$ cat src/rtl/program_memory_loader.sv
// program_memory_loader
//   Byte-stream bootloader. Receives a 16-bit little-endian word count followed
//   by that many little-endian 32-bit words on a valid/ready byte interface.
//   It writes each word to program memory at BASE_ADDRESS + 4*index, and holds
//   the CPU in reset until a load completes cleanly.
//
//   Optional feature: define LOADER_CHECKSUM_EN to append one checksum byte
//   after the last word. The checksum is the XOR of every preceding stream
//   byte, length bytes included. A mismatch ends the load in ERROR, but the
//   memory writes already issued are kept.
//
// Ports
//   clk           system clock, rising edge
//   reset         synchronous active-high reset
//   Start         begin a load (honoured in IDLE, DONE and ERROR only)
//   ByteIn        stream byte
//   ByteValid     ByteIn valid
//   ByteReady     loader accepts a byte this cycle
//   WriteEnable   one-cycle program memory write strobe
//   WriteAddress  byte address of the word being written
//   WriteData     assembled word
//   WordCount     length field of the current or last load
//   Busy          load in progress
//   Done          last load completed without error
//   Error         last load aborted
//   CpuReset      CPU reset, low only while Done is high
//
// The word assembly is built from four byte lanes, so DATA_WIDTH must be at least 32.
//
// state   | meaning
// --------+---------------------------------------------------
// IDLE    | after reset, waiting for Start
// LEN_LO  | expecting low byte of the word count
// LEN_HI  | expecting high byte of the word count, then range check
// DATA    | assembling a word, one byte lane per accepted byte
// WRITE   | single-cycle write strobe for the assembled word
// CHECK   | (checksum build only) expecting the checksum byte
// DONE    | load succeeded, CPU released
// ERROR   | load rejected or checksum mismatch, CPU held in reset

module program_memory_loader #(
    parameter int                    MEMORY_DEPTH = 32,
    parameter int                    DATA_WIDTH   = 32,
    parameter logic [DATA_WIDTH-1:0] BASE_ADDRESS = 32'h0040_0000
) (
    input  logic                  clk,
    input  logic                  reset,
    input  logic                  Start,
    input  logic [7:0]            ByteIn,
    input  logic                  ByteValid,
    output logic                  ByteReady,
    output logic                  WriteEnable,
    output logic [DATA_WIDTH-1:0] WriteAddress,
    output logic [DATA_WIDTH-1:0] WriteData,
    output logic [15:0]           WordCount,
    output logic                  Busy,
    output logic                  Done,
    output logic                  Error,
    output logic                  CpuReset
);

    localparam int          IDX_W       = (MEMORY_DEPTH > 1) ? $clog2(MEMORY_DEPTH) : 1;
    localparam logic [15:0] DEPTH_LIMIT = 16'(MEMORY_DEPTH);

`ifdef LOADER_CHECKSUM_EN
    typedef enum logic [2:0] {
        S_IDLE, S_LEN_LO, S_LEN_HI, S_DATA, S_WRITE, S_DONE, S_ERROR, S_CHECK
    } state_t;
`else
    typedef enum logic [2:0] {
        S_IDLE, S_LEN_LO, S_LEN_HI, S_DATA, S_WRITE, S_DONE, S_ERROR
    } state_t;
`endif

    state_t                  state;
    state_t                  state_next;
    logic [IDX_W-1:0]        index_q;
    logic [1:0]              lane_q;
    logic [DATA_WIDTH-1:0]   word_q;
    logic [15:0]             count_q;
    logic [15:0]             len_next;
    logic                    last_word;
    logic                    byte_xfer;
`ifdef LOADER_CHECKSUM_EN
    logic [7:0]              xor_q;
`endif

    assign byte_xfer = ByteValid && ByteReady;
    assign len_next  = {ByteIn, count_q[7:0]};
    // Compare index+1 against the count so that index itself never has to
    // hold the value MEMORY_DEPTH.
    assign last_word = ((16'(index_q) + 16'd1) == count_q);

    assign WriteAddress = BASE_ADDRESS + DATA_WIDTH'({index_q, 2'b00});
    assign WriteData    = word_q;
    assign WordCount    = count_q;

    always_ff @(posedge clk) begin
        if (reset) begin
            state <= S_IDLE;
        end else begin
            state <= state_next;
        end
    end

    always_comb begin
        state_next  = state;
        ByteReady   = 1'b0;
        WriteEnable = 1'b0;
        Busy        = 1'b0;
        Done        = 1'b0;
        Error       = 1'b0;
        CpuReset    = 1'b1;
        case (state)
            S_IDLE: begin
                if (Start) state_next = S_LEN_LO;
            end
            S_LEN_LO: begin
                ByteReady = 1'b1;
                Busy      = 1'b1;
                if (ByteValid) state_next = S_LEN_HI;
            end
            S_LEN_HI: begin
                ByteReady = 1'b1;
                Busy      = 1'b1;
                if (ByteValid) begin
                    if (len_next == 16'd0 || len_next > DEPTH_LIMIT) state_next = S_ERROR;
                    else                                              state_next = S_DATA;
                end
            end
            S_DATA: begin
                ByteReady = 1'b1;
                Busy      = 1'b1;
                if (ByteValid && lane_q == 2'd3) state_next = S_WRITE;
            end
            S_WRITE: begin
                WriteEnable = 1'b1;
                Busy        = 1'b1;
                if (last_word) begin
`ifdef LOADER_CHECKSUM_EN
                    state_next = S_CHECK;
`else
                    state_next = S_DONE;
`endif
                end else begin
                    state_next = S_DATA;
                end
            end
`ifdef LOADER_CHECKSUM_EN
            S_CHECK: begin
                ByteReady = 1'b1;
                Busy      = 1'b1;
                if (ByteValid) state_next = (xor_q == ByteIn) ? S_DONE : S_ERROR;
            end
`endif
            S_DONE: begin
                Done     = 1'b1;
                CpuReset = 1'b0;
                if (Start) state_next = S_LEN_LO;
            end
            S_ERROR: begin
                Error = 1'b1;
                if (Start) state_next = S_LEN_LO;
            end
            default: state_next = S_IDLE;
        endcase
    end

    always_ff @(posedge clk) begin
        if (reset) begin
            index_q <= '0;
            lane_q  <= 2'd0;
            word_q  <= '0;
            count_q <= 16'd0;
        end else begin
            case (state)
                S_IDLE, S_DONE, S_ERROR: begin
                    if (Start) begin
                        index_q <= '0;
                        lane_q  <= 2'd0;
                    end
                end
                S_LEN_LO: begin
                    if (ByteValid) count_q[7:0] <= ByteIn;
                end
                S_LEN_HI: begin
                    if (ByteValid) count_q[15:8] <= ByteIn;
                end
                S_DATA: begin
                    if (ByteValid) begin
                        case (lane_q)
                            2'd0:    word_q[7:0]   <= ByteIn;
                            2'd1:    word_q[15:8]  <= ByteIn;
                            2'd2:    word_q[23:16] <= ByteIn;
                            default: word_q[31:24] <= ByteIn;
                        endcase
                        // Wraps to lane 0 after the fourth byte.
                        lane_q <= lane_q + 2'd1;
                    end
                end
                S_WRITE: begin
                    if (!last_word) index_q <= index_q + 1'b1;
                end
                default: ;
            endcase
        end
    end

`ifdef LOADER_CHECKSUM_EN
    always_ff @(posedge clk) begin
        if (reset) begin
            xor_q <= 8'd0;
        end else if ((state == S_IDLE || state == S_DONE || state == S_ERROR) && Start) begin
            xor_q <= 8'd0;
        end else if (byte_xfer) begin
            xor_q <= xor_q ^ ByteIn;
        end
    end
`else
    // byte_xfer is only needed for the running XOR of the checksum build.
    logic unused_xfer;
    assign unused_xfer = byte_xfer;
`endif

endmodule

$ cat config.mk
export PLATFORM = sky130hd
export DESIGN_NAME = program_memory_loader
export DESIGN_NICKNAME = d
export VERILOG_FILES = /design/src/rtl/program_memory_loader.sv
export SDC_FILE = /design/constraint.sdc
export NUM_CORES = 1
export LEC_CHECK = 0
export ABC_AREA = 1
export CORE_MARGIN = 4
export CORE_UTILIZATION = 45
export CTS_BUF_LIST = sky130_fd_sc_hd__clkbuf_8
export CTS_CLUSTER_SIZE = 10
export DETAILED_ROUTE_END_ITERATION = 10
export GPL_ROUTABILITY_DRIVEN = 1
export PLACE_DENSITY = 0.83
export SLEW_MARGIN = 20
export SYNTH_ARGS = -nofsm -noshare
export SYNTH_HDL_FRONTEND = slang
export SYNTH_SLANG_ARGS = --single-unit
export TNS_END_PERCENT = 5
$ cat constraint.sdc
create_clock -name clk -period 3.6 [get_ports clk]
set_input_delay 0.36 -clock clk [delete_from_list [all_inputs] [get_ports clk]]
set_output_delay 0.36 -clock clk [all_outputs]
set_load 0.02 [all_outputs]
-- Word level (Yosys, flattened, before mapping)
Index checks and enable logic that the tools add are counted.
- register bits after elaboration: 58
- logic and storage cells: 70
- add/subtract/negate cells: 4
- $lt $le $gt $ge: 1
- equality and inequality tests: 16
- muxes and demuxes: 19
- bitwise logic cells: 1
- reduce and logical (&&, ||, !) cells: 20
- operators with widths (operator ; count):
    $add A23 B7 Y24 const A ; 1
    $mux W3 ; 6
    $reduce_and A3 Y1 ; 6
    $eq A6 B16 Y1 ; 1
    $gt A16 B6 Y1 const B ; 1
    $logic_not A16 Y1 ; 1
    $pmux W3 S5 ; 1
    $mux W5 ; 2
    $ne A2 B2 Y1 const B ; 5
    $pmux W5 S2 ; 1
    $eq A3 B3 Y1 const B ; 3
    $reduce_or A3 Y1 ; 3
    $add A5 B1 Y6 const B ; 1
    $eq A3 B2 Y1 const B ; 2
    $mux W1 ; 6
    $add A5 B1 Y5 const B ; 1
    $eq A2 B2 Y1 const B ; 2
    $mux W2 ; 2
    $pmux W2 S2 ; 1
    $reduce_and A2 Y1 ; 2
    $reduce_and A4 Y1 ; 1
    $reduce_bool A2 Y1 ; 2
    $reduce_or A4 Y1 ; 1
    $eq A3 B1 Y1 const B ; 1
    other kinds (8) ; 8

-- Depth between registers and ports, before layout
Gate-level depths: netlist (run 1).
- word-level depth: 5
- gate-level depth with buffers: 13

-- Least setup slack after synthesis (run 1)
No wires, ideal clock.
- path type: reg-to-reg
- start point: register index_q[0]
- end point: register index_q[2]
- arrival: 1.626 ns
- data required time: 3.530 ns
- slack: 1.903 ns
- stages on the path, launching flop included: 10
- cell sequence: dfxtp_1 -> ha_1 -> xor2_1 -> nor2_1 -> nand3_1 -> nor2_1 -> nand3_1 -> nand2_2 -> nand2_1 -> a21oi_1
- longest elaborated chain between the ends: 4
- elaborated cells on any way between the ends: 7
- ends and longest elaborated chain (element ; RTL line ; RTL):
    from (decl) ; 77 ; logic [IDX_W-1:0] index_q;
    from (signal assigned) ; 202 ; if (!last_word) index_q <= index_q + 1'b1;
    $add A5 B1 Y6 ; 92 ; assign last_word = ((16'(index_q) + 16'd1) == count_q);
    $eq A6 B16 Y1 ; 92 ;
    $ne A2 B2 Y1 (no line) ; - ;
    $reduce_and A3 Y1 (no line) ; - ;
Parallel ways exist; a longest one is shown, timed or not. The select of a mux whose other input is x is not followed.
A chain may end at the register's enable or synchronous reset.

-- Final worst setup path (run 1)
- start point: register state[0]
- end point: output ByteReady
- longest elaborated chain between the ends: 3
- elaborated cells on any way between the ends: 5
- ends and longest elaborated chain (element ; RTL line ; RTL):
    from (decl) ; 75 ; state_t state;
    from (signal assigned) ; 102 ; state <= state_next;
    $eq A3 B2 Y1 or $eq A3 B1 Y1 (tied branches) ; 114 ; case (state)
    $reduce_or A3 Y1 (no line) * ; - ;
    $mux W1 * ; 114 ;
    to (decl) ; 51 ; output logic ByteReady,
Mark *: on every way between the ends. The rest lies on a longest branch, timed or not.

==> summary.md, run 1 <==
| Metric | Value |
|---|---|
| Leak | `1.55 nW` |
| Post-Syn Instances | `374` |
| Area of the multi-input gates | `1290 um2` |
| Storage element area | `1160 um2` |
| Comb pwr share | `0.320` |
| CTS-repair resized insts | `0` |
| Largest cells by area after synthesis | `dfxtp_1 42%, nor2_1 8.1%, o21ai_0 7.5%, buf_4 7.3%, a21oi_1 7.2%` |
| CP max-delay cell | `clkdlybuf4s50_1` |
| CP max FO | `7` |
| Vias in the first global route | `2483` |
| Vias | `2586` |
| CP required | `3.24 ns` |
| Switch share | `0.357` |
| Final Hold Fails | `0` |
| Final Cell Area | `3610 um2` |
| Crit path cell chain | `inv_2 -> nor2_1 -> nand2_1 -> inv_1 -> nor2_1 -> inv_1 -> clkdlybuf4s50_1` |
| Total Nets Final | `459` |
| Cts hold-fix bufs | `0` |
| DPL Wire Length | `5080 um` |
| Worst Hold Class | `flop to flop` |
| Grt total ovfl | `0` |
| Global-route wire length before repair | `11700 um` |
| Worst Tran Pin Value | `0.781 ns` |
| GP Congestion | `0.803` |
| Core Area | `5990 um2` |
| Sequential power share | `0.371` |
| Peak supply drop | `0.384 mV` |
| Clk pwr share | `0.309` |
| Yosys cell types | `28` |
| All-layer global routing usage | `0.195` |
| Seq cells post-synth | `58` |
| Area Growth Syn to Fin | `29.3%` |
| RSZ-0062 raised after global routing | `false` |
| Wire per inst | `13.5 um` |
| H-tree depth | `3` |
| DR DRC count | `0` |
| Largest delay share family, worst path | `buffers and inverters` |
| Sw power | `0.000738 W` |
| Final design utilization | `0.603` |
| Initial antenna violation count | `0` |
| Synthesized area | `2800 um2` |
| Setup TNS | `0 ns` |
| Worst hold margin | `0.486 ns` |
| Final WL | `7020 um` |
| FF-to-FF End | `WordCount[2]` |
| Largest net degree at the start of global routing | `27` |
| Fillers | `524` |
| Post-CTS Setup Bufs | `0` |
| DP Area | `3410 um2` |
| Initial Util | `0.467` |
| DRT iter0 DRCs | `133` |
| Final period utilization | `0.632` |
| Reg2reg start | `state[0]` |
| Crit path buffers/inverters | `4` |
| Post-synth top area share | `0.415` |
| Final setup viols | `0` |
| Critical Path Source | `state[0]` |
| Final slew viol count | `0` |
| Outcome | `finished, final reports clean` |
| Post-synth top area cell | `dfxtp_1` |
| Worst Hold Path Cells | `2` |
| Die W | `86.8 um` |
| Syn avg cell area | `7.47 um2` |
| Clock Skews | `0.00986 ns` |
| Setup CP Type | `flop to primary output` |
| CTS buffer count | `9` |
| Clk root buf | `clkbuf_8` |
| Pint | `0.00133 W` |
| R2r worst-path depth | `7` |
| Number of I/O pins | `98` |
| Relative slew margins | `0.477` |
| Row Count | `28` |
| Clock insertion delay at the later pin of the skew report | `0.34 ns` |
| Highest clock rate | `0.439 GHz` |
| Tmin final | `2.28 ns` |
| Startpoint Class | `flop` |
| Total Power | `0.00207 W` |
| R2R setup slack | `1.74 ns` |
| Sequential fraction of the synthesis area | `0.415` |
| Worst EP arrival | `1.92 ns` |
| WP depth | `7` |
| CTS tree | `done` |
| PortBufs | `70` |
| First-pass iteration count of the detailed router | `4` |
| Clk sinks | `58` |
| Die area | `7540 um2` |
| Antenna Nets Post-Route | `0` |
| Crit. End Element | `primary output` |
| Chip height | `86.8 um` |
| Crit path to | `ByteReady` |
| Max cap viols | `0` |
| Layout cell share with drive strength beyond 1 | `0.0785` |
| Ant diodes | `0` |
| Yosys Warn Count | `0` |
| Vias per cell | `4.96` |
| Clock Tree Buf Depth | `2` |
| Power Density | `572 nW/um2` |
| Clk slew on worst S/H paths | `0.07 ns` |
| CP max stage delay | `0.60 ns` |
## registers in the layout (all words and copies together), names as in the netlist
| register | flops |
|---|---|
| lane_q | 2 |
| state | 3 |
| index_q | 5 |
| WriteData | 32 |
| WordCount | 16 |
## metrics by stage
step	instances	worst slack [ns]
global placement	506	1.49
floorplan	399	1.90
finish	521	1.32
CTS	521	1.31
global route	521	1.15
detailed placement	506	1.41
## layout make-up
class,instances,share of cell area
sequential,58,0.321
inverter,39,0.0412
clock inverter,6,0.0229
timing repair buffer,71,0.196
multi-input combinational,263,0.358
clock buffer,9,0.0343
tap,75,0.0260
## tightest hold or removal path, cell delays in order (launching register included)
cell and delay (ns):
dfxtp_1 0.33, nand2_1 0.06, a21oi_1 0.05
## layout by cell type, fill, tap and decap left out, drive strengths merged, types with 2 or more instances in the layout
cell and instances:
a21oi 42, clkbuf 9, nand4 5, nor2 64
nand3b 3, bufinv 2, nand3 13, clkdlybuf4s50 70
nand2 45, ha 5, inv 39, clkinv 3
o21ai 55, dfxtp 58, conb 27, nor3 2
## synthesized netlist by cell type (all sizes together)
library cell  count
nor2             64
dfxtp            58
o21ai            55
nand2            45
a21oi            42
inv              39
buf              33
nand3            13
clkbuf            6
ha                5
nand4             5
nand3b            3
conb              2
nor3              2
a211oi            1
xor2              1
## power groups by stage
stage	Sequential [W]	Clock, W	Combinational (W)
after CTS	0.000766	0.000645	0.000661
after floorplan	0.000825	0	0.000394
after global placement	0.000778	0	0.000637
after global routing	0.000778	0.000682	0.000742
after detailed placement	0.000778	0	0.000658
final	0.000767	0.000640	0.000662
## per-layer routing
metal,track usage,share of wire
met5,0,0
met4,0.0623,0.019
met3,0.0732,0.094
met2,0.302,0.46
met1,0.251,0.43
## logic make-up (layout without fill, tap and decap cells)
logic type                 Yosys count  after routing  share of synthesized area
AOI/OAI and AO/OA                   98             98                      0.183
xor gates and xnor gates             1              1                    0.00313
adders and majority gates            5              5                     0.0224
buffers and inverters               78            125                      0.155
DFF                                 58             58                      0.415
other                                2             27                    0.00269
and+or+nand+nor                    132            132                      0.218
## how the worst min path moves through the flow
| stage | from | slack (ns) | endpoint |
|---|---|---|---|
| final | state[2] | 0.49 | state[2] |
| after CTS | state[2] | 0.49 | state[2] |
| after global routing | state[2] | 0.51 | state[2] |
| after detailed placement | state[2] | 0.48 | state[2] |
| after global placement | WriteData[6] | 0.46 | WriteData[6] |
| after floorplan | state[2] | 0.46 | state[2] |
Note: power is estimated with default switching activity, not from simulation.
==> run 2, diff against run 1 <==
Clock period 3.6 ns to 2.3 ns, I/O delays scaled along.
==> run 2 against run 1 <==
Compared with the run above: cell area grew 1.7%; combinational power rose by 59%; sequential power rose by 58%; sequential share of layout area down 0.53 points; clock power increased by 56%; count of clock-buffer cells in the layout did not move; largest power group unchanged.
==> summary.md, run 2 (synthesis results as in run 1) <==
| Metric | Value |
|---|---|
| Outcome | `finished, final reports clean` |
| Initial Util | `0.467` |
| Die W | `86.8 um` |
| CTS tree | `done` |
| Core Area | `5990 um2` |
| Row Count | `28` |
| Post-CTS Setup Bufs | `0` |
| Grt total ovfl | `0` |
| Most frequent cells in the layout | `70 x clkdlybuf4s50_1, 60 x nor2_1, 58 x dfxtp_1` |
| GP Congestion | `0.836` |
| Final Hold Fails | `0` |
| Ant diodes | `0` |
| Layout cell share with drive strength beyond 1 | `0.0947` |
| Non-Filler Instances | `529` |
| Global-route wire length before repair | `12000 um` |
| Setup CP Type | `flop to primary output` |
| Setup TNS | `0 ns` |
| Leak | `1.59 nW` |
| DPL Wire Length | `5220 um` |
| Startpoint Class | `flop` |
| Worst EP arrival | `1.90 ns` |
| CP max FO | `7` |
| Reg2reg start | `index_q[0]` |
| R2r worst-path depth | `11` |
| All-layer global routing usage | `0.203` |
| Crit. End Element | `primary output` |
| Hold Startpoint | `WriteData[2]` |
| Vias in the first global route | `2562` |
| Die area | `7540 um2` |
| Wire per inst | `13.7 um` |
| Final period utilization | `0.928` |
| CTS buffer count | `9` |
| Vias | `2601` |
| First-pass iteration count of the detailed router | `4` |
| Clock Tree Buf Depth | `2` |
| Total Power | `0.00325 W` |
| Dpl cells | `514` |
| Worst Hold End | `WriteData[2]` |
| Clock Skews | `0.00608 ns` |
| Chip height | `86.8 um` |
| Commonest non-fill, non-tap cell in the layout | `clkdlybuf4s50_1` |
| Largest net degree at the start of global routing | `50` |
| Power Density | `886 nW/um2` |
| Tmin final | `2.13 ns` |
| Clk root buf | `clkbuf_8` |
| Clk slew on worst S/H paths | `0.06 ns` |
| Highest clock rate | `0.468 GHz` |
| Antenna Nets Post-Route | `0` |
| R2R setup slack | `0.44 ns` |
| Final WL | `7270 um` |
| RSZ-0062 raised after global routing | `false` |
| PortBufs | `70` |
| H-tree depth | `3` |
| Total Nets Final | `467` |
| CP required | `2.07 ns` |
| Clk sinks | `58` |
| Worst Hold Class | `flop to flop` |
| Cts hold-fix bufs | `0` |
| Final setup viols | `0` |
| Number of I/O pins | `98` |
| CTS-repair resized insts | `0` |
| Max cap viols | `0` |
| FF-to-FF End | `index_q[2]` |
| Max FFs per register | `32` |
| Final slew viol count | `0` |
| Initial antenna violation count | `0` |
| Peak supply drop | `0.519 mV` |
| DR DRC count | `0` |
| Clock insertion delay at the later pin of the skew report | `0.34 ns` |
| DRT iter0 DRCs | `135` |
| Worst Hold Path Cells | `2` |
| Area Growth Syn to Fin | `31.4%` |
| Vias per cell | `4.92` |
## run 2: cell types whose count changed in the layout (fill, tap and decap cells not counted)
cell	previous run	this run
buf_4	1	9
## run 2: power breakdown
part | switching [W] | total, W | internal, W
registers | 0.000105 | 0.00121 | 0.00110
logic | 0.000651 | 0.00105 | 0.000399
clock network | 0.000400 | 0.000997 | 0.000597
## run 2: cell type report
class | instances | area (um2)
clock buffer | 9 | 124
clock inverter | 6 | 82.6
fill | 542 | 2320
inverter | 39 | 149
multi-input combinational | 263 | 1290
sequential | 58 | 1160
tap | 75 | 93.8
timing repair buffer | 79 | 768
## run 2: per-stage QoR
stage | cell area (um2) | setup WS, ns | hold slack [ns] | util
after CTS | 3670 | 0.152 | 0.491 | 0.613
after detailed placement | 3470 | 0.521 | 0.481 | 0.579
after floorplan | 2890 | 0.603 | 0.365 | -
final | 3670 | 0.165 | 0.489 | 0.613
after global placement | 3470 | 0.501 | 0.463 | 0.579
after global routing | 3670 | 0.0187 | 0.518 | 0.613
## run 2: how the worst max path moves through the flow
stage                           from    endpoint  slack (ns)  cells past startpoint
after detailed placement    state[0]        Busy        0.52                      7
after global placement     ByteIn[3]    state[2]        0.50                      9
after global routing        state[0]        Busy        0.02                      7
after CTS                   state[0]        Busy        0.15                      7
after floorplan           index_q[0]  index_q[2]        0.60                      9
final                       state[0]        Busy        0.17                      7
## run 2: routing by layer
metal,up-vias,routed length [um],GRT usage,part of all wire
li1,1308,-,-,-
met1,1179,3110,0.253,0.43
met2,99,3350,0.311,0.46
met3,15,645,0.0808,0.089
met4,0,167,0.0864,0.023
met5,-,0,0,0
## run 2: critical path: stages, from the launching register on
cell and delay (ns):
dfxtp_1 0.51, inv_2 0.11, nor2_1 0.10, nand2_1 0.09
inv_1 0.06, nor2_1 0.05, nand2_1 0.06, clkdlybuf4s50_1 0.59
==> run 3, diff against run 2 <==
Settings changed: ABC_AREA 1 to unset, CORE_MARGIN 4 to unset.
==> run 3 against run 2 <==
Compared with the run above: power decreased by 6.9%; wire length decreased by 1.7%; largest cell class unchanged; die area decreased by 14%; sequential share of layout area decreased by 0.34 points; clock power increased by 4%; via count decreased by 0.46%; cell area increased by 1.1%; global-route usage increased by 3.1 points.
==> summary.md, run 3 <==
| Metric | Value |
|---|---|
| DRT iter0 DRCs | `145` |
| Final Hold Fails | `0` |
| Crit path to | `WriteEnable` |
| DPL Wire Length | `5020 um` |
| Initial antenna violation count | `0` |
| Clock Skews | `0.00733 ns` |
| CP max FO | `11` |
| Startpoint Class | `flop` |
| Highest clock rate | `0.472 GHz` |
| Sequential fraction of the synthesis area | `0.419` |
| Peak supply drop | `0.443 mV` |
| Outcome | `finished, final reports clean` |
| All-layer global routing usage | `0.234` |
| Largest family of logic cells by synthesized area | `simple AND/OR/NAND/NOR gates` |
| Tmin final | `2.12 ns` |
| Top FF cell, synth | `dfxtp_1` |
| Max cap viols | `0` |
| Final WL | `7150 um` |
| Grt total ovfl | `0` |
| Global-route wire length before repair | `11200 um` |
| Number of flops mapped to enable cells by yosys | `0` |
| CTS buffer count | `9` |
| Final setup viols | `0` |
| Worst EP arrival | `1.89 ns` |
| Final design utilization | `0.627` |
| Die area | `6470 um2` |
| Initial Util | `0.468` |
| Clk sinks | `58` |
| CP max stage delay | `0.63 ns` |
| Clock insertion delay at the later pin of the skew report | `0.34 ns` |
| Vias in the first global route | `2313` |
| Number of I/O pins | `98` |
| H-tree depth | `3` |
| Vias | `2589` |
| Reg2reg start | `index_q[0]` |
| Compound-gate portion of the synthesized area | `0.138` |
| DP Area | `3480 um2` |
| WP depth | `3` |
| Row Count | `28` |
| Largest cells by area after synthesis | `dfxtp_1 42%, a21oi_1 8.7%, nand2_1 8.4%, buf_4 7.3%, nand3_1 6.9%` |
| CTS tree | `done` |
| Clk root buf | `clkbuf_8` |
| Synthesized area | `2770 um2` |
| Power Density | `816 nW/um2` |
| Wire per inst | `14.4 um` |
| Non-Filler Instances | `497` |
| Most common cell in the netlist | `nand2_1` |
| Dpl cells | `481` |
| FFs w/ async S/R, synth | `0` |
| Die W | `80.4 um` |
| Post-synthesis simple-gate area fraction | `0.239` |
| Seq cells post-synth | `58` |
| Worst hold margin | `0.127 ns` |
| Worst Hold Class | `primary input to flop` |
| Final Cell Area | `3710 um2` |
| Most frequent cells after synthesis | `62 x nand2_1, 58 x dfxtp_1, 48 x a21oi_1` |
| Vias per cell | `5.21` |
| Setup CP Type | `flop to primary output` |
| Adder-cell area share of the yosys netlist | `0.0226` |
| RSZ-0062 raised after global routing | `false` |
| Post-synthesis xor/xnor area fraction | `0.0316` |
| Crit. End Element | `primary output` |
| Largest net degree at the start of global routing | `51` |
| Relative slew margins | `0.664` |
| Critical Path Source | `state[0]` |
| Mux cell area share after synthesis | `0.0402` |
| Post-Syn Instances | `344` |
| Yosys cell types | `38` |
| Cts hold-fix bufs | `0` |
| Post-synth top area share | `0.419` |
| PortBufs | `70` |
| R2r worst-path depth | `7` |
| CP required | `2.07 ns` |
| Ant diodes | `0` |
| Clock Tree Buf Depth | `2` |
| Crit path buffers/inverters | `1` |
| R2R setup slack | `0.20 ns` |
| Final period utilization | `0.921` |
| Syn avg cell area | `8.05 um2` |
| First-pass iteration count of the detailed router | `4` |
| Post-synth top area cell | `dfxtp_1` |
| Setup TNS | `0 ns` |
| Commonest non-fill, non-tap cell in the layout | `clkdlybuf4s50_1` |
| Total Nets Final | `435` |
| GP Congestion | `0.836` |
| Most frequent cells in the layout | `69 x clkdlybuf4s50_1, 62 x nand2_1, 58 x dfxtp_1` |
| Antenna Nets Post-Route | `0` |
| Worst Tran Pin Value | `0.503 ns` |
| Chip height | `80.4 um` |
| Fillers | `506` |
| Core Area | `5920 um2` |
| Largest delay share family, worst path | `buffers and inverters` |
| Yosys Warn Count | `0` |
| DR DRC count | `0` |
| Crit path cell chain | `nor2_1 -> and2_1 -> clkdlybuf4s50_1` |
| CP max-delay cell | `clkdlybuf4s50_1` |
| Max FFs per register | `32` |
| Final slew viol count | `0` |
| Area Growth Syn to Fin | `34.1%` |
| FF-to-FF End | `index_q[2]` |
| Leak | `1.37 nW` |
| Layout cell share with drive strength beyond 1 | `0.0853` |
| Clk slew on worst S/H paths | `0.06 ns` |
-- run 3: cell type report --
class / instances / area (um2) / share of cell area
multi-input combinational: 260 / 1420 / 0.381
tap: 75 / 93.8 / 0.0253
timing repair buffer: 82 / 798 / 0.215
clock buffer: 11 / 151 / 0.0408
clock inverter: 4 / 67.6 / 0.0182
inverter: 7 / 26.3 / 0.00708
sequential: 58 / 1160 / 0.313
-- run 3: worst min-delay path by stage --
stage | slack, ns | start | endpoint | cells past startpoint
2_1_floorplan | 0.37 | ByteIn[1] | WordCount[1] | 2
3_3_place_gp | 0.45 | WriteData[23] | WriteData[23] | 2
3_5_place_dp | 0.45 | WriteData[10] | WriteData[10] | 2
4_1_cts | 0.12 | reset | state[2] | 2
5_1_grt | 0.12 | reset | state[1] | 2
6_report | 0.13 | reset | state[2] | 2
-- run 3: metal layers --
layer,vias to the layer above,part of all wire,track usage
li1,1253,-,-
met1,1208,0.41,0.299
met2,111,0.47,0.361
met3,17,0.085,0.0557
met4,0,0.025,0.130
met5,-,0,0
-- run 3: logic make-up after synthesis --
kind of cell    count (synthesis)
simple gates                  143
compound gates                 64
flops                          58
buf+inv                        51
mux                            11
xor+xnor                       10
fa+ha+maj                       5
other cells                     2
-- run 3: through the flow --
stage,power [W],setup WS (ns)
5_1_grt,0.00317,0.00933
2_1_floorplan,0.00175,0.274
3_5_place_dp,0.00200,0.200
4_1_cts,0.00302,0.128
6_report,0.00303,0.183
3_3_place_gp,0.00198,0.343
-- run 3: repair_timing --
| action | CTS | global route |
|---|---|---|
| setup endpoints to repair | 0 | 4 |
| buffers inserted | 0 | 1 |
| resized for setup | 0 | 1 |
-- run 3: power by group --
| group | internal [W] | switching [W] |
|---|---|---|
| clock | 0.000655 | 0.000383 |
| sequential | 0.00107 | 0.0000982 |
| combinational | 0.000373 | 0.000455 |
| total | 0.00209 | 0.000936 |
